$ cat src/rtl/lsu_pkg.sv
// Shared encodings for the load/store unit: op codes, error codes, AXI constants and FSM states.
package lsu_pkg;

  localparam logic [2:0] LSU_B  = 3'b000;
  localparam logic [2:0] LSU_H  = 3'b001;
  localparam logic [2:0] LSU_W  = 3'b010;
  localparam logic [2:0] LSU_D  = 3'b011;
  localparam logic [2:0] LSU_BU = 3'b100;
  localparam logic [2:0] LSU_HU = 3'b101;
  localparam logic [2:0] LSU_WU = 3'b110;

  localparam logic [1:0] ERR_OK       = 2'b00;
  localparam logic [1:0] ERR_MISALIGN = 2'b01;
  localparam logic [1:0] ERR_BUS      = 2'b10;
  localparam logic [1:0] ERR_ILLEGAL  = 2'b11;

  localparam logic [1:0] BURST_INCR = 2'b01;
  localparam logic [1:0] RESP_OKAY  = 2'b00;

  typedef enum logic [2:0] {
    IDLE  = 3'd0,
    RD_A  = 3'd1,
    RD_D  = 3'd2,
    WR_AW = 3'd3,
    WR_B  = 3'd4,
    RESP  = 3'd5
  } lsu_state_t;

  // Doubleword and unsigned-word accesses only exist on a 64-bit bus.
  function automatic logic op_legal(input logic [2:0] op, input logic is64);
    case (op)
      LSU_B, LSU_H, LSU_W, LSU_BU, LSU_HU: op_legal = 1'b1;
      LSU_D, LSU_WU:                       op_legal = is64;
      default:                             op_legal = 1'b0;
    endcase
  endfunction

  function automatic logic is_misaligned(input logic [2:0] op, input logic [2:0] lo);
    case (op[1:0])
      2'b01:   is_misaligned = lo[0] != 1'b0;
      2'b10:   is_misaligned = lo[1:0] != 2'b00;
      2'b11:   is_misaligned = lo != 3'b000;
      default: is_misaligned = 1'b0;
    endcase
  endfunction

endpackage

$ cat src/rtl/lsu_axi_if.sv
// Single AXI4 master port as used by the load/store unit (all five channels).
interface lsu_axi_if #(
  parameter int ADDR_W = 32,
  parameter int DATA_W = 32
);
  logic              awvalid, awready;
  logic [ADDR_W-1:0] awaddr;
  logic [3:0]        awid;
  logic [7:0]        awlen;
  logic [2:0]        awsize;
  logic [1:0]        awburst;

  logic                wvalid, wready, wlast;
  logic [DATA_W-1:0]   wdata;
  logic [DATA_W/8-1:0] wstrb;

  logic       bvalid, bready;
  logic [1:0] bresp;
  logic [3:0] bid;

  logic              arvalid, arready;
  logic [ADDR_W-1:0] araddr;
  logic [3:0]        arid;
  logic [7:0]        arlen;
  logic [2:0]        arsize;
  logic [1:0]        arburst;

  logic              rvalid, rready, rlast;
  logic [DATA_W-1:0] rdata;
  logic [1:0]        rresp;
  logic [3:0]        rid;

  modport master (
    output awvalid, awaddr, awid, awlen, awsize, awburst,
    output wvalid, wdata, wstrb, wlast,
    output bready,
    output arvalid, araddr, arid, arlen, arsize, arburst,
    output rready,
    input  awready, wready, bvalid, bresp, bid, arready,
    input  rvalid, rdata, rresp, rlast, rid
  );

  modport slave (
    input  awvalid, awaddr, awid, awlen, awsize, awburst,
    input  wvalid, wdata, wstrb, wlast,
    input  bready,
    input  arvalid, araddr, arid, arlen, arsize, arburst,
    input  rready,
    output awready, wready, bvalid, bresp, bid, arready,
    output rvalid, rdata, rresp, rlast, rid
  );
endinterface

$ cat src/rtl/lsu_lane_align.sv
// Byte-lane steering: store data/strobe shifted to the addressed lane, load data shifted down and extended.
// Purely combinational, no latency, no flow control.
module lsu_lane_align #(
  parameter  int DATA_W = 32,
  localparam int STRB_W = DATA_W / 8,
  localparam int OFF_W  = $clog2(STRB_W)
) (
  input  logic [2:0]        op,
  input  logic [OFF_W-1:0]  off,
  input  logic [DATA_W-1:0] st_data,
  input  logic [DATA_W-1:0] ld_data,
  output logic [DATA_W-1:0] wdata,
  output logic [STRB_W-1:0] wstrb,
  output logic [DATA_W-1:0] ld_ext
);

  logic [7:0]        base;
  logic [DATA_W-1:0] sh;
  logic [DATA_W-1:0] ext_w;

  assign sh    = ld_data >> {off, 3'b000};
  assign wdata = st_data << {off, 3'b000};
  assign wstrb = STRB_W'(base) << off;

  // A word already fills a 32-bit bus, so extension only exists for the 64-bit build.
  if (DATA_W > 32) begin : g_w_ext
    assign ext_w = op[2] ? {{(DATA_W-32){1'b0}}, sh[31:0]}
                         : {{(DATA_W-32){sh[31]}}, sh[31:0]};
  end else begin : g_w_noext
    assign ext_w = sh;
  end

  always_comb begin
    base   = 8'hFF;
    ld_ext = sh;
    case (op[1:0])
      2'b00: begin
        base   = 8'h01;
        ld_ext = op[2] ? {{(DATA_W-8){1'b0}}, sh[7:0]} : {{(DATA_W-8){sh[7]}}, sh[7:0]};
      end
      2'b01: begin
        base   = 8'h03;
        ld_ext = op[2] ? {{(DATA_W-16){1'b0}}, sh[15:0]} : {{(DATA_W-16){sh[15]}}, sh[15:0]};
      end
      2'b10: begin
        base   = 8'h0F;
        ld_ext = ext_w;
      end
      default: begin
        base   = 8'hFF;
        ld_ext = sh;
      end
    endcase
  end

endmodule

$ cat src/rtl/lsu_axi_master.sv
// One-at-a-time load/store unit issuing single-beat AXI4 reads/writes, with misalign/illegal trapping.
// Latency 3 cycles accept->resp_valid on a zero-wait slave; holds the response until resp_ready.
module lsu_axi_master
  import lsu_pkg::*;
#(
  parameter int ADDR_W = 32,
  parameter int DATA_W = 32,
  parameter int ID     = 0
) (
  input  logic              clk,
  input  logic              rst,
  input  logic              req_valid,
  output logic              req_ready,
  input  logic              req_wr,
  input  logic [2:0]        req_op,
  input  logic [ADDR_W-1:0] req_addr,
  input  logic [DATA_W-1:0] req_wdata,
  output logic              resp_valid,
  input  logic              resp_ready,
  output logic [DATA_W-1:0] resp_rdata,
  output logic [1:0]        resp_err,
  lsu_axi_if.master         axi
);

  localparam int         OFF_W  = $clog2(DATA_W / 8);
  localparam logic [3:0] AXI_ID = 4'(ID);
  localparam logic       IS64   = (DATA_W == 64);

  lsu_state_t        st, st_nxt;
  logic [2:0]        op_q;
  logic [ADDR_W-1:0] addr_q;
  logic [DATA_W-1:0] wdata_q;
  logic [DATA_W-1:0] rdata_q;
  logic [DATA_W-1:0] ld_ext;
  logic [1:0]        err_q;
  logic              aw_done, w_done;
  logic              req_bad;
  logic [1:0]        req_err;
  logic              unused_ok;

  assign unused_ok = ^{axi.rlast, axi.rid, axi.bid};

  always_comb begin
    req_err = ERR_OK;
    if (!op_legal(req_op, IS64))                req_err = ERR_ILLEGAL;
    else if (is_misaligned(req_op, req_addr[2:0])) req_err = ERR_MISALIGN;
  end
  assign req_bad = (req_err != ERR_OK);

  always_ff @(posedge clk or posedge rst) begin
    if (rst) st <= IDLE;
    else     st <= st_nxt;
  end

  always_comb begin
    st_nxt      = st;
    req_ready   = 1'b0;
    resp_valid  = 1'b0;
    axi.arvalid = 1'b0;
    axi.rready  = 1'b0;
    axi.awvalid = 1'b0;
    axi.wvalid  = 1'b0;
    axi.bready  = 1'b0;
    case (st)
      IDLE: begin
        req_ready = 1'b1;
        if (req_valid) begin
          if (req_bad)     st_nxt = RESP;
          else if (req_wr) st_nxt = WR_AW;
          else             st_nxt = RD_A;
        end
      end
      RD_A: begin
        axi.arvalid = 1'b1;
        if (axi.arready) st_nxt = RD_D;
      end
      RD_D: begin
        axi.rready = 1'b1;
        if (axi.rvalid) st_nxt = RESP;
      end
      WR_AW: begin
        // AW and W retire independently; leave once both have handshaken.
        axi.awvalid = !aw_done;
        axi.wvalid  = !w_done;
        if ((aw_done || axi.awready) && (w_done || axi.wready)) st_nxt = WR_B;
      end
      WR_B: begin
        axi.bready = 1'b1;
        if (axi.bvalid) st_nxt = RESP;
      end
      RESP: begin
        resp_valid = 1'b1;
        if (resp_ready) st_nxt = IDLE;
      end
      default: st_nxt = IDLE;
    endcase
  end

  always_ff @(posedge clk or posedge rst) begin
    if (rst) begin
      op_q    <= '0;
      addr_q  <= '0;
      wdata_q <= '0;
      rdata_q <= '0;
      err_q   <= ERR_OK;
      aw_done <= 1'b0;
      w_done  <= 1'b0;
    end else begin
      if (st == IDLE && req_valid) begin
        op_q    <= req_op;
        addr_q  <= req_addr;
        wdata_q <= req_wdata;
        rdata_q <= '0;
        err_q   <= req_err;
        aw_done <= 1'b0;
        w_done  <= 1'b0;
      end
      if (st == WR_AW) begin
        if (axi.awvalid && axi.awready) aw_done <= 1'b1;
        if (axi.wvalid && axi.wready)   w_done  <= 1'b1;
      end
      if (st == RD_D && axi.rvalid) begin
        if (axi.rresp != RESP_OKAY) err_q   <= ERR_BUS;
        else                        rdata_q <= ld_ext;
      end
      if (st == WR_B && axi.bvalid && axi.bresp != RESP_OKAY) err_q <= ERR_BUS;
    end
  end

  lsu_lane_align #(.DATA_W(DATA_W)) u_align (
    .op      (op_q),
    .off     (addr_q[OFF_W-1:0]),
    .st_data (wdata_q),
    .ld_data (axi.rdata),
    .wdata   (axi.wdata),
    .wstrb   (axi.wstrb),
    .ld_ext  (ld_ext)
  );

  assign axi.awaddr  = addr_q;
  assign axi.awid    = AXI_ID;
  assign axi.awlen   = 8'd0;
  assign axi.awsize  = {1'b0, op_q[1:0]};
  assign axi.awburst = BURST_INCR;
  assign axi.wlast   = axi.wvalid;
  assign axi.araddr  = addr_q;
  assign axi.arid    = AXI_ID;
  assign axi.arlen   = 8'd0;
  assign axi.arsize  = {1'b0, op_q[1:0]};
  assign axi.arburst = BURST_INCR;

  assign resp_rdata = rdata_q;
  assign resp_err   = err_q;

endmodule

$ cat src/flat_wrapper.sv
// flat-port wrapper written by rule: the top's interface ports become plain ports
module lsu_axi_master_flat import lsu_pkg::*;
#(
  parameter int ADDR_W = 32,
  parameter int DATA_W = 32,
  parameter int ID     = 0
)
  (clk, rst, req_valid, req_ready, req_wr, req_op, req_addr, req_wdata, resp_valid, resp_ready, resp_rdata, resp_err, axi_awvalid, axi_awaddr, axi_awid, axi_awlen, axi_awsize, axi_awburst, axi_wvalid, axi_wdata, axi_wstrb, axi_wlast, axi_bready, axi_arvalid, axi_araddr, axi_arid, axi_arlen, axi_arsize, axi_arburst, axi_rready, axi_awready, axi_wready, axi_bvalid, axi_bresp, axi_bid, axi_arready, axi_rvalid, axi_rdata, axi_rresp, axi_rlast, axi_rid);
  lsu_axi_if #(.ADDR_W(ADDR_W), .DATA_W(DATA_W)) axi_i ();
  input  logic clk;
  input  logic rst;
  input  logic req_valid;
  output logic req_ready;
  input  logic req_wr;
  input  logic [2:0] req_op;
  input  logic [ADDR_W-1:0] req_addr;
  input  logic [DATA_W-1:0] req_wdata;
  output logic resp_valid;
  input  logic resp_ready;
  output logic [DATA_W-1:0] resp_rdata;
  output logic [1:0] resp_err;
  output wire logic [$bits(axi_i.awvalid)-1:0] axi_awvalid;
  output wire logic [$bits(axi_i.awaddr)-1:0] axi_awaddr;
  output wire logic [$bits(axi_i.awid)-1:0] axi_awid;
  output wire logic [$bits(axi_i.awlen)-1:0] axi_awlen;
  output wire logic [$bits(axi_i.awsize)-1:0] axi_awsize;
  output wire logic [$bits(axi_i.awburst)-1:0] axi_awburst;
  output wire logic [$bits(axi_i.wvalid)-1:0] axi_wvalid;
  output wire logic [$bits(axi_i.wdata)-1:0] axi_wdata;
  output wire logic [$bits(axi_i.wstrb)-1:0] axi_wstrb;
  output wire logic [$bits(axi_i.wlast)-1:0] axi_wlast;
  output wire logic [$bits(axi_i.bready)-1:0] axi_bready;
  output wire logic [$bits(axi_i.arvalid)-1:0] axi_arvalid;
  output wire logic [$bits(axi_i.araddr)-1:0] axi_araddr;
  output wire logic [$bits(axi_i.arid)-1:0] axi_arid;
  output wire logic [$bits(axi_i.arlen)-1:0] axi_arlen;
  output wire logic [$bits(axi_i.arsize)-1:0] axi_arsize;
  output wire logic [$bits(axi_i.arburst)-1:0] axi_arburst;
  output wire logic [$bits(axi_i.rready)-1:0] axi_rready;
  input wire logic [$bits(axi_i.awready)-1:0] axi_awready;
  input wire logic [$bits(axi_i.wready)-1:0] axi_wready;
  input wire logic [$bits(axi_i.bvalid)-1:0] axi_bvalid;
  input wire logic [$bits(axi_i.bresp)-1:0] axi_bresp;
  input wire logic [$bits(axi_i.bid)-1:0] axi_bid;
  input wire logic [$bits(axi_i.arready)-1:0] axi_arready;
  input wire logic [$bits(axi_i.rvalid)-1:0] axi_rvalid;
  input wire logic [$bits(axi_i.rdata)-1:0] axi_rdata;
  input wire logic [$bits(axi_i.rresp)-1:0] axi_rresp;
  input wire logic [$bits(axi_i.rlast)-1:0] axi_rlast;
  input wire logic [$bits(axi_i.rid)-1:0] axi_rid;
  assign axi_awvalid = axi_i.awvalid;
  assign axi_awaddr = axi_i.awaddr;
  assign axi_awid = axi_i.awid;
  assign axi_awlen = axi_i.awlen;
  assign axi_awsize = axi_i.awsize;
  assign axi_awburst = axi_i.awburst;
  assign axi_wvalid = axi_i.wvalid;
  assign axi_wdata = axi_i.wdata;
  assign axi_wstrb = axi_i.wstrb;
  assign axi_wlast = axi_i.wlast;
  assign axi_bready = axi_i.bready;
  assign axi_arvalid = axi_i.arvalid;
  assign axi_araddr = axi_i.araddr;
  assign axi_arid = axi_i.arid;
  assign axi_arlen = axi_i.arlen;
  assign axi_arsize = axi_i.arsize;
  assign axi_arburst = axi_i.arburst;
  assign axi_rready = axi_i.rready;
  assign axi_i.awready = axi_awready;
  assign axi_i.wready = axi_wready;
  assign axi_i.bvalid = axi_bvalid;
  assign axi_i.bresp = axi_bresp;
  assign axi_i.bid = axi_bid;
  assign axi_i.arready = axi_arready;
  assign axi_i.rvalid = axi_rvalid;
  assign axi_i.rdata = axi_rdata;
  assign axi_i.rresp = axi_rresp;
  assign axi_i.rlast = axi_rlast;
  assign axi_i.rid = axi_rid;
  lsu_axi_master #(.ADDR_W(ADDR_W), .DATA_W(DATA_W), .ID(ID)) u_core (.clk(clk), .rst(rst), .req_valid(req_valid), .req_ready(req_ready), .req_wr(req_wr), .req_op(req_op), .req_addr(req_addr), .req_wdata(req_wdata), .resp_valid(resp_valid), .resp_ready(resp_ready), .resp_rdata(resp_rdata), .resp_err(resp_err), .axi(axi_i));
endmodule
$ cat config.mk
export PLATFORM = sky130hd
export DESIGN_NAME = lsu_axi_master_flat
export DESIGN_NICKNAME = d
export VERILOG_FILES = /design/src/rtl/lsu_pkg.sv /design/src/rtl/lsu_axi_if.sv /design/src/rtl/lsu_lane_align.sv /design/src/rtl/lsu_axi_master.sv /design/src/flat_wrapper.sv
export SDC_FILE = /design/constraint.sdc
export NUM_CORES = 1
export LEC_CHECK = 0
export CAP_MARGIN = 20
export CORE_MARGIN = 2
export CORE_UTILIZATION = 41
export DETAILED_ROUTE_END_ITERATION = 7
export PLACE_DENSITY = 0.82
export SLEW_MARGIN = 20
export SYNTH_ARGS = -nofsm -noshare
export SYNTH_HDL_FRONTEND = slang
export SYNTH_SLANG_ARGS = --single-unit
$ cat constraint.sdc
create_clock -name clk -period 4.4 [get_ports clk]
set_input_delay 0.44 -clock clk [delete_from_list [all_inputs] [get_ports clk]]
set_output_delay 0.44 -clock clk [all_outputs]
set_load 0.03 [all_outputs]
==> impl_metrics.sql <==
INSERT INTO impl_metrics (metric_group, metric, value, unit) VALUES
('critical_path', 'crit_buf_inv', '1', ''),
('clock_tree', 'clkSinkCount', '106', ''),
('critical_path', 'setup.worst_path.end_class', 'output port', ''),
('floorplan', 'boundaryPins', '298', ''),
('detailed_routing', 'drt_drc_violations_left', '0', ''),
('detailed_routing', 'detail_route.vias_per_cell', '4.99', ''),
('clock_tree', 'postCtsSetupBuffers', '0', ''),
('power', 'ir_worst_vdd', '0.486', 'mV'),
('critical_path', 'critPathSlowestCell', 'sky130_fd_sc_hd__nor2b_2', ''),
('finish', 'layout.core_utilization', '60.9', '%'),
('floorplan', 'initial_core_util', '42.3', '%'),
('finish', 'final_nets', '1004', ''),
('place', 'dp_hpwl', '12.2', 'mm'),
('critical_path', 'flop2flop_setup_slack', '1.63', 'ns'),
('outcome', 'status', 'completed', ''),
('synth', 'synthesis.yosys.warnings', '0', ''),
('finish', 'finish.cell_count_without_fillers', '1067', ''),
('clock_tree', 'clock_tree.htree_level_count', '3', ''),
('timing', 'tightestPinTransition', '0.823', 'ns'),
('run', 'cap_viol_max_count', '0', ''),
('floorplan', 'num_rows', '43', ''),
('detailed_routing', 'number_of_drc_markers_after_the_initial_detailed_route_iteration', '303', ''),
('critical_path', 'max_stage_delay', '0.81', 'ns'),
('power', 'finalPower', '6.77', 'mW'),
('worst_hold_path', 'timing.hold.worst.class', 'primary input to asynchronous set/reset pin', ''),
('clock_tree', 'cts_tree', 'yes', ''),
('grt', 'number_of_global_route_vias_before_repair', '5118', ''),
('timing', 'final_cycle_utilization_of_the_critical_path', '75.8', '%'),
('place', 'placed_cells_incl_taps', '1050', ''),
('finish', 'syn_to_final_growth', '44.0', '%'),
('detailed_routing', 'drt_wl_total', '17.3', 'mm'),
('synth', 'asyncSetResetFlopFracSynth', '100', '%'),
('detailed_routing', 'number_of_routed_nets_with_antenna_violations', '0', ''),
('timing', 'timing.max_slew.rel_slack', '44.9', '%'),
('finish', 'num_antenna_cells', '0', ''),
('critical_path', 'startpoint_type', 'flop', ''),
('critical_path', 'crit_family', 'simple AND/OR/NAND/NOR gates', ''),
('clock_tree', 'cts-hold-fix-buffers', '0', ''),
('synth', 'synth-edff-count', '0', ''),
('clock_tree', 'cts_buffers', '9', ''),
('detailed_routing', 'detailed_route_via_count', '5324', ''),
('place', 'place.gp.congestion', '0.807', ''),
('synth', 'synthCells', '690', ''),
('floorplan', 'floorplan.die.width', '124', 'um'),
('timing', 'post-route-min-period', '3.34', 'ns'),
('detailed_routing', 'detailedRoute.firstPassIterationCount', '5', ''),
('floorplan', 'core_area', '13900', 'um2'),
('clock_tree', 'clkLatencyLatePin', '0.35', 'ns'),
('place', 'port-buffer-count', '258', ''),
('timing', 'finalHoldViolCount', '0', ''),
('floorplan', 'die_h', '124', 'um'),
('timing', 'clock-skew-final', '0.00558', 'ns'),
('floorplan', 'dieArea', '15300', 'um2'),
('timing', 'finalMaxSlewViolations', '0', ''),
('power', 'power.density', '798', 'nW/um2'),
('grt', 'grt.overflow.total', '0', ''),
('detailed_routing', 'wl_per_cell', '16.2', 'um'),
('grt', 'maximum_number_of_pins_on_one_net_before_global_route_repair', '96', ''),
('critical_path', 'worst-endpoint-arrival', '2.90', 'ns'),
('grt', 'antenna_found_initial', '1', ''),
('synth', 'syn-cell-area', '5890', 'um2'),
('grt', 'grt_first_pass_wirelength', '26.4', 'mm'),
('synth', 'synth.ff_latch_count', '106', ''),
('critical_path', 'worstPathRequired', '3.96', 'ns'),
('critical_path', 'criticalPathCategory', 'flop to output port', ''),
('synth', 'synth-seq-area-share', '45.0', '%'),
('finish', 'final_common_cell', 'sky130_fd_sc_hd__clkdlybuf4s50_1', ''),
('critical_path', 'timing.critical_path.cells', 'nor2b_2, nand2_1, o21ai_0, clkdlybuf4s50_1', ''),
('timing', 'max_freq', '300', 'MHz'),
('finish', 'post_route_cells_drive_above_1_share', '6.43', '%'),
('clock_tree', 'clock-root-buffer', 'sky130_fd_sc_hd__clkbuf_16', '');
## registers in the layout (all words and copies together), names as in the netlist
| signal | cells |
|---|---|
| u_core.axi.araddr | 32 |
| u_core.wdata_q | 32 |
| u_core.resp_rdata | 32 |
| u_core.st | 3 |
| u_core.w_done | 1 |
| u_core.op_q | 3 |
| u_core.aw_done | 1 |
| u_core.resp_err | 2 |
## synth_stat cells, types with 3 or more instances
cell type | instances | area share (%)
sky130_fd_sc_hd__nand2_1 | 237 | 15
sky130_fd_sc_hd__nor2_1 | 26 | 1.7
sky130_fd_sc_hd__o2bb2ai_1 | 7 | 1.0
sky130_fd_sc_hd__nand3b_1 | 3 | 0.38
sky130_fd_sc_hd__dfrtp_1 | 106 | 45
sky130_fd_sc_hd__and2_1 | 10 | 1.1
sky130_fd_sc_hd__a21oi_2 | 10 | 1.5
sky130_fd_sc_hd__nor2b_1 | 14 | 1.5
sky130_fd_sc_hd__a22o_1 | 10 | 1.5
sky130_fd_sc_hd__mux2i_1 | 32 | 5.4
sky130_fd_sc_hd__buf_1 | 5 | 0.32
sky130_fd_sc_hd__o21ai_0 | 17 | 1.4
sky130_fd_sc_hd__a211oi_1 | 9 | 1.1
sky130_fd_sc_hd__nand2b_1 | 4 | 0.42
sky130_fd_sc_hd__clkbuf_1 | 21 | 1.3
sky130_fd_sc_hd__a21oi_1 | 48 | 4.1
sky130_fd_sc_hd__buf_4 | 68 | 8.7
sky130_fd_sc_hd__mux2_2 | 12 | 2.3
sky130_fd_sc_hd__buf_2 | 17 | 1.4
## final timing paths
kind                                       from                     to  cells after the start
max                        u_core.axi.araddr[0]          axi_wdata[20]                      4
min                                         rst  u_core.axi.araddr[23]                      2
max reg2reg                u_core.axi.araddr[1]  u_core.resp_rdata[31]                      5
min reg2reg                  u_core.wdata_q[31]     u_core.wdata_q[31]                      2
max in group asynchronous                   rst   u_core.axi.araddr[1]                      3
min in group clk             u_core.wdata_q[31]     u_core.wdata_q[31]                      2
## where the power goes
part | internal (mW) | leakage (nW) | total (mW) | switching, mW
combinational | 1.70 | 2.31 | 4.13 | 2.43
sequential | 1.38 | 1.37 | 1.83 | 0.450
clock | 0.436 | 0.150 | 0.811 | 0.374
total | 3.51 | 3.82 | 6.77 | 3.25
## metrics by stage
stage                     setup slack (ns)  area [um2]
final                                 1.06        8480
after global routing                 0.895        8480
after CTS                             1.00        8460
after detailed placement              1.39        8160
after global placement                1.45        8160
after floorplan                       1.17        6000
## kinds of logic after synthesis
group	share of synthesized area [%]
buffers and inverters	12.2
other	0.127
multiplexers	8.17
AO/OA/AOI/OAI	13.0
flip-flops	45.0
AND/OR/NAND/NOR	21.5
## routing by layer
| metal | wire length (um) | global-route usage (%) | vias up |
|---|---|---|---|
| li1 | - | - | 2557 |
| met1 | 6920 | 26.6 | 2524 |
| met2 | 8420 | 37.8 | 215 |
| met3 | 1570 | 7.14 | 28 |
| met4 | 414 | 7.65 | 0 |
| met5 | 0 | 0 | - |
## final cells by class
| cell class | instances | area [um2] |
|---|---|---|
| tap | 180 | 225 |
| timing repair buffer | 266 | 2660 |
| sequential | 106 | 2660 |
| inverter | 1 | 6.26 |
| multi-input combinational | 498 | 2640 |
| fill | 1221 | 5450 |
| clock buffer | 12 | 267 |
| clock inverter | 4 | 31.3 |
## worst reg2reg max path: stages (launching register included)
cell,delay [ns]
sky130_fd_sc_hd__dfrtp_2,0.80
sky130_fd_sc_hd__buf_4,0.41
sky130_fd_sc_hd__mux4_1,0.67
sky130_fd_sc_hd__nor2_1,0.15
sky130_fd_sc_hd__o31a_2,0.47
sky130_fd_sc_hd__a21oi_1,0.15
Note: power is estimated with default switching activity, not from simulation.
